### src/rtl/baud_pkg.sv
// Shared constants and types for the baud tick generator.
package baud_pkg;

  localparam int unsigned OVS_FACTOR   = 16;
  localparam int unsigned OVS_SHIFT    = 4;
  localparam int unsigned MIN_DIV      = 1;
  localparam int unsigned DIV_9600_50M = 5207;

  typedef enum logic [1:0] {
    STEP_HOLD,
    STEP_COUNT,
    STEP_WRAP,
    STEP_RESTART
  } step_e;

endpackage

### src/rtl/baud_ovs_cnt.sv
// Oversample sub-counter: pulses every ovs_per enabled clocks, at most
// OVS_FACTOR times per baud period; re-phased on every wrap/restart.
module baud_ovs_cnt
  import baud_pkg::*;
#(
  parameter int unsigned CNT_W = 16
) (
  input  logic             clk,
  input  logic             rst,
  input  logic             step_i,
  input  logic             reload_i,
  input  logic [CNT_W-1:0] div_i,
  output logic             ovs_tick_o
);

  localparam int unsigned PW = CNT_W + 1;

  logic [PW-1:0] ovs_per;
  logic [PW-1:0] sc_q, sc_d;
  logic [4:0]    pc_q, pc_d, pc_base;
  logic          ovs_q, ovs_d;

  always_comb begin
    ovs_per = ({1'b0, div_i} + PW'(1)) >> OVS_SHIFT;
    if (ovs_per == '0) begin
      ovs_per = PW'(1);
    end

    sc_d    = sc_q;
    pc_d    = pc_q;
    pc_base = pc_q;
    ovs_d   = 1'b0;

    if (step_i) begin
      pc_base = reload_i ? 5'd0 : pc_q;
      if (reload_i || (sc_q == ovs_per - PW'(1))) begin
        sc_d = '0;
      end else begin
        sc_d = sc_q + PW'(1);
      end
      // Pulses beyond OVS_FACTOR are the remainder of a non-multiple period.
      ovs_d = (sc_d == ovs_per - PW'(1)) && (pc_base < 5'(OVS_FACTOR));
      pc_d  = pc_base + 5'(ovs_d);
    end
  end

  always_ff @(posedge clk or negedge rst) begin
    if (!rst) begin
      sc_q  <= '0;
      pc_q  <= '0;
      ovs_q <= 1'b0;
    end else begin
      sc_q  <= sc_d;
      pc_q  <= pc_d;
      ovs_q <= ovs_d;
    end
  end

  assign ovs_tick_o = ovs_q;

endmodule

### src/rtl/baud_tick_gen.sv
// Programmable baud tick / square-wave generator with glitch-free divisor
// updates. Optional oversample pulse output enabled by BAUD_TICK_OVS_EN.
module baud_tick_gen
  import baud_pkg::*;
#(
  parameter int unsigned CNT_W       = 16,
  parameter int unsigned DIV_DEFAULT = DIV_9600_50M
) (
  input  logic             clk,
  input  logic             rst,
  input  logic             en,
  input  logic             restart,
  input  logic             div_wr,
  input  logic [CNT_W-1:0] div_in,
  output logic             sclk,
  output logic             tick,
  output logic             ovs_tick,
  output logic [CNT_W-1:0] div_cur
);

  localparam logic [CNT_W-1:0] DIV_RST =
    (DIV_DEFAULT < MIN_DIV) ? CNT_W'(MIN_DIV) : CNT_W'(DIV_DEFAULT);

  function automatic logic [CNT_W-1:0] clamp_div(input logic [CNT_W-1:0] v);
    if (v < CNT_W'(MIN_DIV)) begin
      return CNT_W'(MIN_DIV);
    end
    return v;
  endfunction

  logic [CNT_W-1:0] cnt_q, cnt_d;
  logic [CNT_W-1:0] div_act_q, div_act_d;
  logic [CNT_W-1:0] shadow_q, shadow_d;
  logic             sclk_q, sclk_d;
  logic             tick_q, tick_d;
  logic [CNT_W-1:0] div_wr_val;
  logic [CNT_W:0]   half;
  logic             reload;
  step_e            step;

  always_comb begin
    if (restart) begin
      step = STEP_RESTART;
    end else if (!en) begin
      step = STEP_HOLD;
    end else if (cnt_q == div_act_q) begin
      step = STEP_WRAP;
    end else begin
      step = STEP_COUNT;
    end
  end

  assign reload     = (step == STEP_RESTART) || (step == STEP_WRAP);
  assign div_wr_val = clamp_div(div_in);
  assign half       = ({1'b0, div_act_q} + (CNT_W+1)'(1)) >> 1;

  // A write landing on a period boundary bypasses the shadow.
  always_comb begin
    shadow_d  = div_wr ? div_wr_val : shadow_q;
    div_act_d = div_act_q;
    if (reload) begin
      div_act_d = div_wr ? div_wr_val : shadow_q;
    end
  end

  // Period boundary always yields cnt_d == 0, so the old half is safe here.
  always_comb begin
    cnt_d  = cnt_q;
    sclk_d = sclk_q;
    tick_d = 1'b0;
    case (step)
      STEP_RESTART: begin
        cnt_d  = '0;
        sclk_d = 1'b1;
      end
      STEP_WRAP: begin
        cnt_d  = '0;
        sclk_d = 1'b1;
        tick_d = 1'b1;
      end
      STEP_COUNT: begin
        cnt_d  = cnt_q + CNT_W'(1);
        sclk_d = ({1'b0, cnt_d} < half);
      end
      default: begin
        cnt_d  = cnt_q;
      end
    endcase
  end

  always_ff @(posedge clk or negedge rst) begin
    if (!rst) begin
      cnt_q     <= '0;
      div_act_q <= DIV_RST;
      shadow_q  <= DIV_RST;
      sclk_q    <= 1'b0;
      tick_q    <= 1'b0;
    end else begin
      cnt_q     <= cnt_d;
      div_act_q <= div_act_d;
      shadow_q  <= shadow_d;
      sclk_q    <= sclk_d;
      tick_q    <= tick_d;
    end
  end

  assign sclk    = sclk_q;
  assign tick    = tick_q;
  assign div_cur = div_act_q;

`ifdef BAUD_TICK_OVS_EN
  baud_ovs_cnt #(
    .CNT_W (CNT_W)
  ) u_ovs (
    .clk        (clk),
    .rst        (rst),
    .step_i     (step != STEP_HOLD),
    .reload_i   (reload),
    .div_i      (div_act_d),
    .ovs_tick_o (ovs_tick)
  );
`else
  assign ovs_tick = 1'b0;
`endif

endmodule
### config.mk
export PLATFORM = sky130hd
export DESIGN_NAME = baud_tick_gen
export DESIGN_NICKNAME = d
export VERILOG_FILES = /design/src/rtl/baud_pkg.sv /design/src/rtl/baud_ovs_cnt.sv /design/src/rtl/baud_tick_gen.sv
export SDC_FILE = /design/constraint.sdc
export NUM_CORES = 1
export LEC_CHECK = 0
export CORE_AREA = 4 4 78 80
export CTS_CLUSTER_DIAMETER = 150
export DETAILED_ROUTE_END_ITERATION = 8
export DIE_AREA = 0 0 82 84
export MAX_ROUTING_LAYER = met4
export PLACE_DENSITY = 0.94
export SLEW_MARGIN = 20
export SYNTH_ARGS = -nofsm -noshare
export SYNTH_HDL_FRONTEND = slang
export SYNTH_SLANG_ARGS = --single-unit
### constraint.sdc
create_clock -name clk -period 6.9 [get_ports clk]
set_clock_uncertainty 0.15 [all_clocks]
set_input_delay 0.69 -clock clk [delete_from_list [all_inputs] [get_ports clk]]
set_output_delay 0.69 -clock clk [all_outputs]
set_load 0.1 [all_outputs]
# After elaboration in Yosys (flattened, before gate mapping)
# Index checks and enable logic that the tools add are counted.
# classes
n_lt_le_gt_ge	2
muxes	10
addsub	2
eq_ne	4
reduce_logical	3
# op_table
op	n
2-to-1 mux 16 bit	3
case mux 16 bit (2 select lines)	1
adder 16 x 1 -> 17 bit (second input constant)	1
adder 16 x 1 -> 16 bit (second input constant)	1
equality test 16 bit	1
less-than comparator 16 x 1 -> 1 bit (second input constant)	1
less-than comparator 16 bit	1
2-to-1 mux 2 bit	3
equality test 2 bit (second input constant)	2
equality test 2 x 1 -> 1 bit (second input constant)	1
2-to-1 mux 1 bit	2
case mux 1 bit (2 select lines)	1
nonzero test 2 bit	1
OR reduction 2 bit	1
logical OR 1 bit	1
# totals
regBits	50
out_inout_bits	19

# Depth between registers and ports, before layout
# depth
word_depth	7
ltp_mapped	12

# Worst setup path before layout
# No wires, ideal clock.
# synth_path
path_type	register to register
from	register div_act_q[5], in the netlist div_cur[5]
to	register sclk_q, in the netlist sclk
stages_incl_launch_ff	10
setup_time_ps	142
path_buffers	1
arrival_ps	2812
setup_slack_ps	3796
synth_period_minus_slack_ps	3104
path_cell_list	dfrtp_1 -> nand3_1 -> or3_1 -> clkbuf_1 -> xor2_1 -> ha_1 -> nand4_1 -> a211o_1 -> a211oi_1 -> o221ai_1
# synth_between
elab_chain_cells	7
elab_cells_between_ends	12
classes_between	add/sub: 1; order compare: 1; eq/ne: 4; mux: 4; reduce/logical: 2
# synth_lines
element	line	text
start: declaration	baud_tick_gen.sv:32	logic [CNT_W-1:0] div_act_q, div_act_d;
start signal: assignment	baud_tick_gen.sv:100	div_act_q <= div_act_d;
branches (longest 7 deep; another with adder 16 x 1 -> 17 bit)	--	
end signal: assignment	baud_tick_gen.sv:102	sclk_q <= sclk_d;
end: declaration	baud_tick_gen.sv:34	logic sclk_q, sclk_d;
# Several ways; the timed one is not identified.
# A chain may end at the register's enable or synchronous reset.

# Worst setup path after layout
# layout_path
from	register div_act_q[0], in the netlist div_cur[0]
to	register sclk_q, in the netlist sclk
# Same word-level chain as after synthesis.

==> metrics <==
IO Count=40; Top Usage Layer GRT=met2; crit-path max cell delay=0.60 ns; CTS tree=built; Final Hold Fails=0; fin crit period=3.05 ns; DR WL/cell=approximately 18 µm; overflow left after global routing=0; Clk Latency, worst-skew pair=about 0.31 ns; Avg Vias per Cell=6.04; peak supply drop=approximately 200 µV; H-Tree Depth=2; Synthesis Warnings=0; port bufs=38; top post-synthesis cells by area=dfrtp_1 (28%), dfstp_2 (12%), mux2_2 (7.8%); Yosys reg bits=50; initial antenna violation count=0; slowest CP cell=dfstp_2; Startpoint Class=register; Final HPWL DP=between 5 and 6 mm; max-cap viol count=0; Die X=82 µm; synthesized area=3190 µm²; multiplexer share of the synthesized area=between 10% and 20%; syn nets=around 350; post-cts repair resize count=0; clock buffer depth=2; CTS root buffer=clkbuf_8; Avg Cell Area, Syn=10.2 µm²; Layout Cells excl Fill=roughly 410; Async SR Flop Fraction=between 90% and 100%; layout cells sized above 1=18.5%; cts bufs inserted=5; Initial Util=59.1%; post-synth cell types=48; Post-Syn Instances=~310; vias in the first global route=2,516; largest family of logic cells by synthesized area=simple AND/OR/NAND/NOR gates; total power=822 µW; Worst EP arrival=3.04 ns; Final TNS setup=0 ns; compound-cell area share of the yosys netlist=7.29%; post-synth top area cell=dfrtp_1; register area share after synthesis=39.7%; CTS Hold Buffers Added=0; Synth Area in XOR/XNOR=11.8%; layout overhead on the synthesized area=14.3%; met2 Resource Use GR=roughly two fifths; Pwr Density=225 nW/µm²; largest net degree at the start of global routing=around 50; Post-route DRC=0; gr usage total=23.9%; Synth Flop Type=dfrtp_1; Vias=2,495; cell chain of the critical path=ha_1 > nand3_1 > nor2_1 > nand2_1 > xor2_1 > ha_1 > nand4_1 > a211o_1 > a211oi_1 > o221ai_1; CTS clk-pin slew, worst paths=0.09 ns; LEAKAGE=0.00150 µW; endpoints failing setup=0; Initial DRC Count=224; number of flops mapped to enable cells by yosys=0; CORE AREA=5410 µm²; Post-Synth Simple-Gate Area=between 10% and 20%; top cell type's share of synthesized area=28.2%; global-route wire length before repair=about 12 mm; drt pass-1 iters=4; clock tree sinks=50; Worst Path Required=about 7 ns; Slew Viols, Final=0; Antenna Cells=0; routing usage on met1=28.3%; Critical Path End Type=register; Setup Buffers After CTS=0; worst min path class=in -> async; standard-cell rows=27; Relative slew margins=33.3%; RD Place Congestion=0.886; Tcrit/Tclk final=44.1%; final core occ=67.6%; share of synthesized cell area in full adder, half adder and majority cells=6.66%; cell count after placement=405; status=finished, final reports clean; Final Net Count=378; Worst Tran Pin Value=0.997 ns; fmax=328 MHz; Die Area=6890 µm²; Total Wirelength=7.51 mm; CP Max Fanout=5; ANT nets after route=0; met3 GRT Util=5.18%; CP dominant cell by count=ha_1; RSZ-0062 raised after global routing=false; worst setup path category=reg -> reg; Die H=84 µm
## cells in the mapped netlist, drive strengths merged (2+ instances only)
| master | number |
|---|---|
| dfrtp | 36 |
| mux2 | 31 |
| nand2 | 30 |
| xor2 | 29 |
| a21oi | 21 |
| nand3 | 20 |
| ha | 17 |
| nor2 | 16 |
| dfstp | 14 |
| xnor2 | 13 |
| buf | 10 |
| nor4 | 10 |
| nor3 | 9 |
| clkbuf | 8 |
| inv | 8 |
| nand4 | 7 |
| o21ai | 5 |
| and4 | 3 |
| or2 | 3 |
| or3 | 3 |
| a211oi | 2 |
| and3 | 2 |
| nand2b | 2 |
## metrics by stage
step / hold WS [ns] / instance area, µm² / setup slack [ns]
after floorplan: 0.244 / 3190 / 3.80
after global placement: 0.327 / 3540 / 3.92
after detailed placement: 0.334 / 3540 / 3.79
after CTS: 0.357 / 3650 / 3.87
after global routing: 0.263 / 3650 / 3.69
final: 0.223 / 3650 / 3.85
## per-layer routing
layer	routed length (µm)	part of all wire, %	up-vias
li1	-	-	1151
met1	3040	40	1238
met2	3960	53	81
met3	306	4.1	25
met4	207	2.8	0
met5	0	0	-
## state kept, by name, summed over array words and instances (netlist names)
| register | flops |
|---|---|
| tick | 1 |
| shadow_q | 16 |
| sclk | 1 |
| cnt_q | 16 |
| div_cur | 16 |
## worst max-delay path: cells and delay by family (launching register included)
family                     cells  cell delay (ns)
adders and majority gates      2             0.54
AOI/OAI and AO/OA              3             0.70
DFF                            1             0.60
and+or+nand+nor                4             0.73
xor gates and xnor gates       1             0.16
## report_power, final
group          total (µW)  switching, µW  internal (µW)
sequential            361           36.1            325
combinational         266            178           88.0
clock                 194            100           94.2
## cells in the final DEF (no fill, tap or decap), drive strengths merged, types with 3 or more instances in the layout
master         count
clkdlybuf4s50     37
dfrtp             36
mux2              31
nand2             30
xor2              29
a21oi             21
nand3             20
ha                17
nor2              16
dfstp             14
xnor2             13
nor4              10
nor3               9
inv                9
nand4              7
clkbuf             6
o21ai              5
or3                3
or2                3
and4               3
## layout make-up
type / instances / area [µm²]
Clock buffer: 6 / 93.8
Clock inverter: 2 / 13.8
Fill cell: 394 / 1750
Inverter: 9 / 33.8
Multi-Input combinational cell: 236 / 1770
Sequential cell: 50 / 1270
Tap cell: 72 / 90.1
Timing Repair Buffer: 38 / 378
## logic make-up after synthesis
group / count (synthesis)
AO/OA/AOI/OAI: 37
AND/OR/NAND/NOR: 107
multiplexers: 32
other: 1
flip-flops: 50
XOR/XNOR: 42
buffers and inverters: 27
adder cells (fa/ha/maj): 17
## worst paths after layout
kind | startpoint | endpoint | slack (ns) | depth (start not counted)
worst min register to register | shadow_q[7] | shadow_q[7] | 0.35 | 1
min in group clk | shadow_q[7] | shadow_q[7] | 0.35 | 1
worst min-delay path | rst | shadow_q[7] | 0.22 | 1
worst max-delay path | div_cur[0] | sclk | 3.85 | 10
max in group asynchronous | rst | shadow_q[5] | 5.95 | 1
worst max register to register | div_cur[0] | sclk | 3.85 | 10
Power figures use the tool's default switching activity.
